==> config.mk <==
export PLATFORM = sky130hd
export DESIGN_NAME = four_to_two_request_encoder
export DESIGN_NICKNAME = d
export VERILOG_FILES = /design/src/rtl/encoder_pkg.sv /design/src/rtl/four_to_two_priority_encoder.sv /design/src/rtl/four_to_two_request_encoder.sv
export SDC_FILE = /design/constraint.sdc
export NUM_CORES = 1
export LEC_CHECK = 0
export BUFFER_PORTS_ARGS = -buffer_cell sky130_fd_sc_hd__buf_2
export CAP_MARGIN = 25
export CORE_AREA = 2 2 39 41
export CTS_CLUSTER_SIZE = 24
export DETAILED_ROUTE_END_ITERATION = 6
export DIE_AREA = 0 0 41 43
export PLACE_DENSITY = 0.62
export RECOVER_POWER = 100
export SLEW_MARGIN = 20
export SYNTH_ARGS = -nofsm -noshare
export SYNTH_HDL_FRONTEND = slang
export SYNTH_HIERARCHICAL = 1
export SYNTH_SLANG_ARGS = --single-unit
==> constraint.sdc <==
create_clock -name clk -period 3.37 [get_ports clk]
set_clock_uncertainty 0.1 [all_clocks]
set_input_delay 0.674 -clock clk [delete_from_list [all_inputs] [get_ports clk]]
set_output_delay 0.674 -clock clk [all_outputs]
set_load 0.05 [all_outputs]
==> src/rtl/encoder_pkg.sv <==
// Shared types and constants for the four-to-two request encoder.
package encoder_pkg;

    localparam int N_REQ  = 4;
    localparam int CODE_W = 2;

    // IDLE: nothing presented | PRESENT: code/valid held until ack
    typedef enum logic {
        IDLE    = 1'b0,
        PRESENT = 1'b1
    } state_e;

    // One-hot mask selecting the request line addressed by idx.
    function automatic logic [N_REQ-1:0] one_hot(input logic [CODE_W-1:0] idx);
        logic [N_REQ-1:0] mask;
        mask      = '0;
        mask[idx] = 1'b1;
        return mask;
    endfunction

endpackage

==> src/rtl/four_to_two_priority_encoder.sv <==
// Combinational fixed-priority encoder, bit 3 highest.
module four_to_two_priority_encoder
    import encoder_pkg::*;
(
    input  logic [N_REQ-1:0]  in_vec,
    output logic [CODE_W-1:0] code,
    output logic              nonzero
);

    // Highest set bit wins; all-zero input reports nonzero = 0 and code 0.
    always_comb begin
        code    = 2'd0;
        nonzero = 1'b1;
        if (in_vec[3]) begin
            code = 2'd3;
        end else if (in_vec[2]) begin
            code = 2'd2;
        end else if (in_vec[1]) begin
            code = 2'd1;
        end else if (in_vec[0]) begin
            code = 2'd0;
        end else begin
            nonzero = 1'b0;
        end
    end

endmodule

==> src/rtl/four_to_two_request_encoder.sv <==
// Latches request lines as pending and presents the highest-priority one
// as a binary code with a valid/ack handshake. No preemption while presenting.
module four_to_two_request_encoder
    import encoder_pkg::*;
(
    input  logic              clk,
    input  logic              rst_n,
    input  logic              en,
    input  logic [N_REQ-1:0]  req,
    input  logic              ack,
    output logic [CODE_W-1:0] code,
    output logic              valid,
    output logic [N_REQ-1:0]  pending,
    output logic              any_pending
);

    state_e            state_q, state_d;
    logic [N_REQ-1:0]  pending_q, pending_d;
    logic [CODE_W-1:0] code_q, code_d;
    logic              valid_q, valid_d;
    logic              any_pending_q, any_pending_d;
    logic [N_REQ-1:0]  clr_mask;
    logic [CODE_W-1:0] enc_code;
    logic              enc_nonzero;

    four_to_two_priority_encoder u_prio (
        .in_vec  (pending_q),
        .code    (enc_code),
        .nonzero (enc_nonzero)
    );

    // Handshake FSM plus pending update; a same-edge re-request beats the ack clear.
    always_comb begin
        state_d  = state_q;
        code_d   = code_q;
        valid_d  = valid_q;
        clr_mask = '0;
        case (state_q)
            IDLE: begin
                if (enc_nonzero) begin
                    code_d  = enc_code;
                    valid_d = 1'b1;
                    state_d = PRESENT;
                end else begin
                    valid_d = 1'b0;
                end
            end
            PRESENT: begin
                if (ack) begin
                    clr_mask = one_hot(code_q);
                    valid_d  = 1'b0;
                    state_d  = IDLE;
                end
            end
            default: begin
                valid_d = 1'b0;
                state_d = IDLE;
            end
        endcase
        pending_d     = (pending_q & ~clr_mask) | (en ? req : '0);
        any_pending_d = |pending_d;
    end

    // State and output registers; reset discards any in-flight presentation.
    always_ff @(posedge clk or negedge rst_n) begin
        if (!rst_n) begin
            state_q       <= IDLE;
            pending_q     <= '0;
            code_q        <= '0;
            valid_q       <= 1'b0;
            any_pending_q <= 1'b0;
        end else begin
            state_q       <= state_d;
            pending_q     <= pending_d;
            code_q        <= code_d;
            valid_q       <= valid_d;
            any_pending_q <= any_pending_d;
        end
    end

    assign code        = code_q;
    assign valid       = valid_q;
    assign pending     = pending_q;
    assign any_pending = any_pending_q;

endmodule
[Word-level counts from Yosys, hierarchy flattened]
Cells that the tools add are included.
Word-level totals
  register bits: 9
  bits of input ports: 8
  output and inout port bits: 8
  word-level logic and storage cells: 32
Cells by class
  order comparisons: 2
  equality and inequality tests: 1
  muxes and demuxes: 17
  bitwise operators: 4
  reductions and logical operators: 3
Operators by type and width (number)
  two-way mux 4 bit: 3
  two-way mux 1 bit: 9
  bitwise AND 4 bit: 1
  two-way mux 2 bit: 2
  NOT 4 bit: 1
  OR 4 bit: 1
  one-hot mux 1 bit (2 select lines): 2
  OR reduction 4 bit: 1
  < comparator 2 x 3 -> 1 bit, second input constant: 1
  demux 1 bit (select 2 bit): 1
  greater-or-equal comparator 2 x 1 -> 1 bit, second input constant: 1
  != test 2 bit, second input constant: 1
  AND reduction 2 bit: 1
  logical AND 1 bit: 1
  NOT 1 bit: 1

[Logic depth before layout (Yosys ltp)]
  word-level depth: 10
  mapped depth: 4
  mapped depth without buffers: 4

[Modules after synthesis]
Netlist, hierarchy kept.
Modules (own cells, without submodules)
  four_to_two_request_encoder: instances 1, cells an instance 24, area each 355.3 um2, sequential area each 225.2 um2
  four_to_two_priority_encoder: instances 1, cells an instance 4, area each 23.8 um2, sequential area each 0.0 um2

[Worst setup path before layout]
Ideal clock, no wire load.
  kind: reg-to-reg
  start: register pending_q[2] (netlist: pending[2])
  end: register code_q[0] (netlist: code[0])
  setup time: 0.125 ns
  data arrival time: 1.618 ns
  required time: 3.145 ns
  path slack: 1.528 ns
  stages on the path, launching flop included: 5
  path buffers: 0
  clock period less this slack: 1.842 ns
  cell sequence: dfrtp_1 or2_1 or3_1 and2b_2 mux2_2
Between the ends
  longest elaborated chain between the ends: 3
  elaborated cells on any way between the ends: 5
  those cells by class: 4 x mux; 1 x reduce/logical
RTL lines
  start, declared: line four_to_two_request_encoder.sv:18  | logic [N_REQ-1:0] pending_q, pending_d;
  start signal, assigned: line four_to_two_request_encoder.sv:74  | pending_q <= pending_d;
  two-way mux 1 bit: line four_to_two_priority_encoder.sv:16  | end else if (in_vec[2]) begin
  two-way mux 1 bit: line four_to_two_priority_encoder.sv:14  | if (in_vec[3]) begin
  net enc_nonzero: line four_to_two_request_encoder.sv:24  | logic enc_nonzero;
  AND reduction 2 bit (no source line)
  end signal, assigned: line four_to_two_request_encoder.sv:75  | code_q <= code_d;
  end, declared: line four_to_two_request_encoder.sv:19  | logic [CODE_W-1:0] code_q, code_d;
The timed path passes the listed nets, and every way through them passes these cells.
A chain may end at the register's enable or synchronous reset.

[Worst setup path in the final report]
  start: register code_q[0] (netlist: code[0])
  end: output port code[0]
RTL lines
  end, declared: line four_to_two_request_encoder.sv:11  | output logic [CODE_W-1:0] code,
No word-level cell between the ends.

==> flow_metrics.env <==
export IMPL_status="finished clean"
export IMPL_grt_antenna_before_repair=0
export IMPL_grt_pass1_wl_mm=1.30
export IMPL_dieArea_um2=1760
export IMPL_syn_cell_area_um2=379
export IMPL_antenna_cells=0
export IMPL_viasPerCell=4.92
export IMPL_r2r_end="code[0]"
export IMPL_drtIter0Drc=7
export IMPL_ys_ff_latch=9
export IMPL_place_gp_congestion=0.648
export IMPL_clkSinkCount=9
export IMPL_path_cells="clkbuf_1"
export IMPL_powerDensity_nw_per_um2=1040
export IMPL_vdd_drop_max_v=0.000386
export IMPL_grt_max_degree=10
export IMPL_drive_above_1_share=0.255
export IMPL_die_width_um=41
export IMPL_num_vias=310
export IMPL_syn_area_per_cell_um2=13.5
export IMPL_layout_common_cells="11 x clkbuf_1, 9 x dfrtp_1, 5 x buf_2"
export IMPL_ctsRootBufferMaster="clkbuf_4"
export IMPL_period_minus_slack_ps=1930
export IMPL_rsz0062_at_grt="false"
export IMPL_die_h_um=43
export IMPL_relSlewSlack=0.599
export IMPL_synthCells=28
export IMPL_tns_ps=0
export IMPL_io_pin_count=16
export IMPL_worstSetupEndpoint="code[0]"
export IMPL_slew_viol_final=0
export IMPL_clk_latency_ps=250
export IMPL_dpl_worst_slack_ps=1470
export IMPL_hold_viol_final=0
export IMPL_syn2layout_area_growth_pct=28.4
export IMPL_cts_made_buffers=3
export IMPL_clk_pin_slew_worst_paths_ps=60
export IMPL_io_buffers=15
export IMPL_arrival_ps=1150
export IMPL_synth_fp_nets=36
export IMPL_crit_slowest_cell="clkbuf_1"
export IMPL_yosysUniqueCellTypes=14
export IMPL_nets=56
export IMPL_fin_crit_sh=0.571
export IMPL_rr_startpoint="pending[2]"
export IMPL_cp_max_fo=6
export IMPL_initial_core_util=0.274
export IMPL_rows=14
export IMPL_worstMarginPinSlew_ps=604
export IMPL_drtAntennaViolNets=0
export IMPL_cts_tree="built"
export IMPL_startpoint_type="flop"
export IMPL_grt_overflow=0
export IMPL_fmax_ghz=0.519
export IMPL_r2r_cells=4
export IMPL_grt_pass1_vias=295
export IMPL_finalSetupViolCount=0
export IMPL_cts_buffer_depth=2
export IMPL_p_leak_nw=0.204
export IMPL_postCtsSetupBuffers=0
export IMPL_maxCapViolCount=0
export IMPL_hp_class="input pin to asynchronous set/reset pin"
export IMPL_path_depth=1
export IMPL_critical_path_startpoint="code[0]"
export IMPL_cp_slowest_stage_delay_ps=480
export IMPL_crit_family="buffers and inverters"
export IMPL_path_buf_inv=1
export IMPL_yosysWarnings=6
export IMPL_first_pass_iters=3
export IMPL_crit_path_end_kind="primary output"
export IMPL_layout_commonest_cell="clkbuf_1"
export IMPL_post_dp_hpwl_um=658
export IMPL_yosysSeqAreaShare=0.594
export IMPL_critical_path_class="flop to primary output"
export IMPL_cts_hold_buf=0
export IMPL_core_area_um2=1380
export IMPL_reg2reg_slack_ps=1710
export IMPL_route_detailed_drc=0
export IMPL_setup_ws_ps=1440
export IMPL_grt_usage=0.113
export IMPL_required_ps=2600
export IMPL_cts_htree_levels=1
export IMPL_wl_um=829
export IMPL_cts_resized=0
export IMPL_wl_per_cell_um=13.2
[per-layer routing]
metal | global-route usage | part of all wire | wire length, um
met5 | 0 | 0 | 0
met2 | 0.131 | 0.40 | 328
met3 | 0.0314 | 0.11 | 88
met4 | 0.0800 | 0 | 0
met1 | 0.170 | 0.50 | 413
[cell usage after synthesis]
library cell	instances	area, um^2
a21o_2	1	8.76
a31o_2	1	8.76
or2_1	1	6.26
or3_1	1	6.26
a22o_1	4	35.0
and2b_2	1	8.76
or4_1	1	7.51
a21o_1	1	7.51
mux2_2	2	22.5
inv_1	2	7.51
nand4_1	1	6.26
dfrtp_1	9	225
nand4bb_1	1	11.3
nand4b_1	2	17.5
[through the flow]
| step | cells | total power [mW] | util | area (um^2) | hold slack [ps] |
|---|---|---|---|---|---|
| detailed placement | 59 | 0.440 | 0.343 | 474 | 415 |
| finish | 63 | 0.508 | 0.352 | 487 | 248 |
| floorplan | 28 | 0.376 | - | 379 | 278 |
| CTS | 63 | 0.523 | 0.362 | 500 | 161 |
| global route | 63 | 0.538 | 0.352 | 487 | 296 |
| global placement | 59 | 0.436 | 0.343 | 474 | 400 |
[worst min path at each step]
stage	slack, ps	startpoint	cells past startpoint	to
5_1_grt	300	rst_n	1	pending[2]
2_1_floorplan	280	rst_n	0	any_pending
6_report	250	rst_n	1	pending[1]
3_3_place_gp	400	valid	1	valid
3_5_place_dp	420	valid	1	valid
4_1_cts	160	rst_n	1	pending[2]
[kinds of logic (layout without fill, tap and decap cells)]
family,count (synthesis),count (layout),share of synthesized area
DFF,9,9,0.594
and+or+nand+nor,8,8,0.168
AOI/OAI and AO/OA,7,7,0.158
muxes,2,2,0.0594
buffers and inverters,2,21,0.0198
[registers in the layout, summed over array words and instances, names as in the netlist]
register     cells
any_pending      1
state_q          1
pending          4
valid            1
code             2
[power breakdown]
part	internal, mW	total (mW)	leakage (nW)	switching [mW]
logic	0.0692	0.236	0.0989	0.166
clock network	0.0455	0.0806	0.0150	0.0352
registers	0.148	0.191	0.0902	0.0439
[layout make-up]
class | instances | area, um^2
clock buffer | 4 | 26.3
fill | 144 | 897
inverter | 2 | 7.51
multi-input combinational | 17 | 145
sequential | 9 | 225
tap | 16 | 20.0
timing repair buffer | 15 | 62.6
[worst reg2reg max path: stages (launching register included)]
cell and delay [ps]:
dfrtp_1 400, or2_0 240, or3_1 300, and2b_1 220, mux2_2 290
No activity file was read; power rests on OpenSTA's default activity.
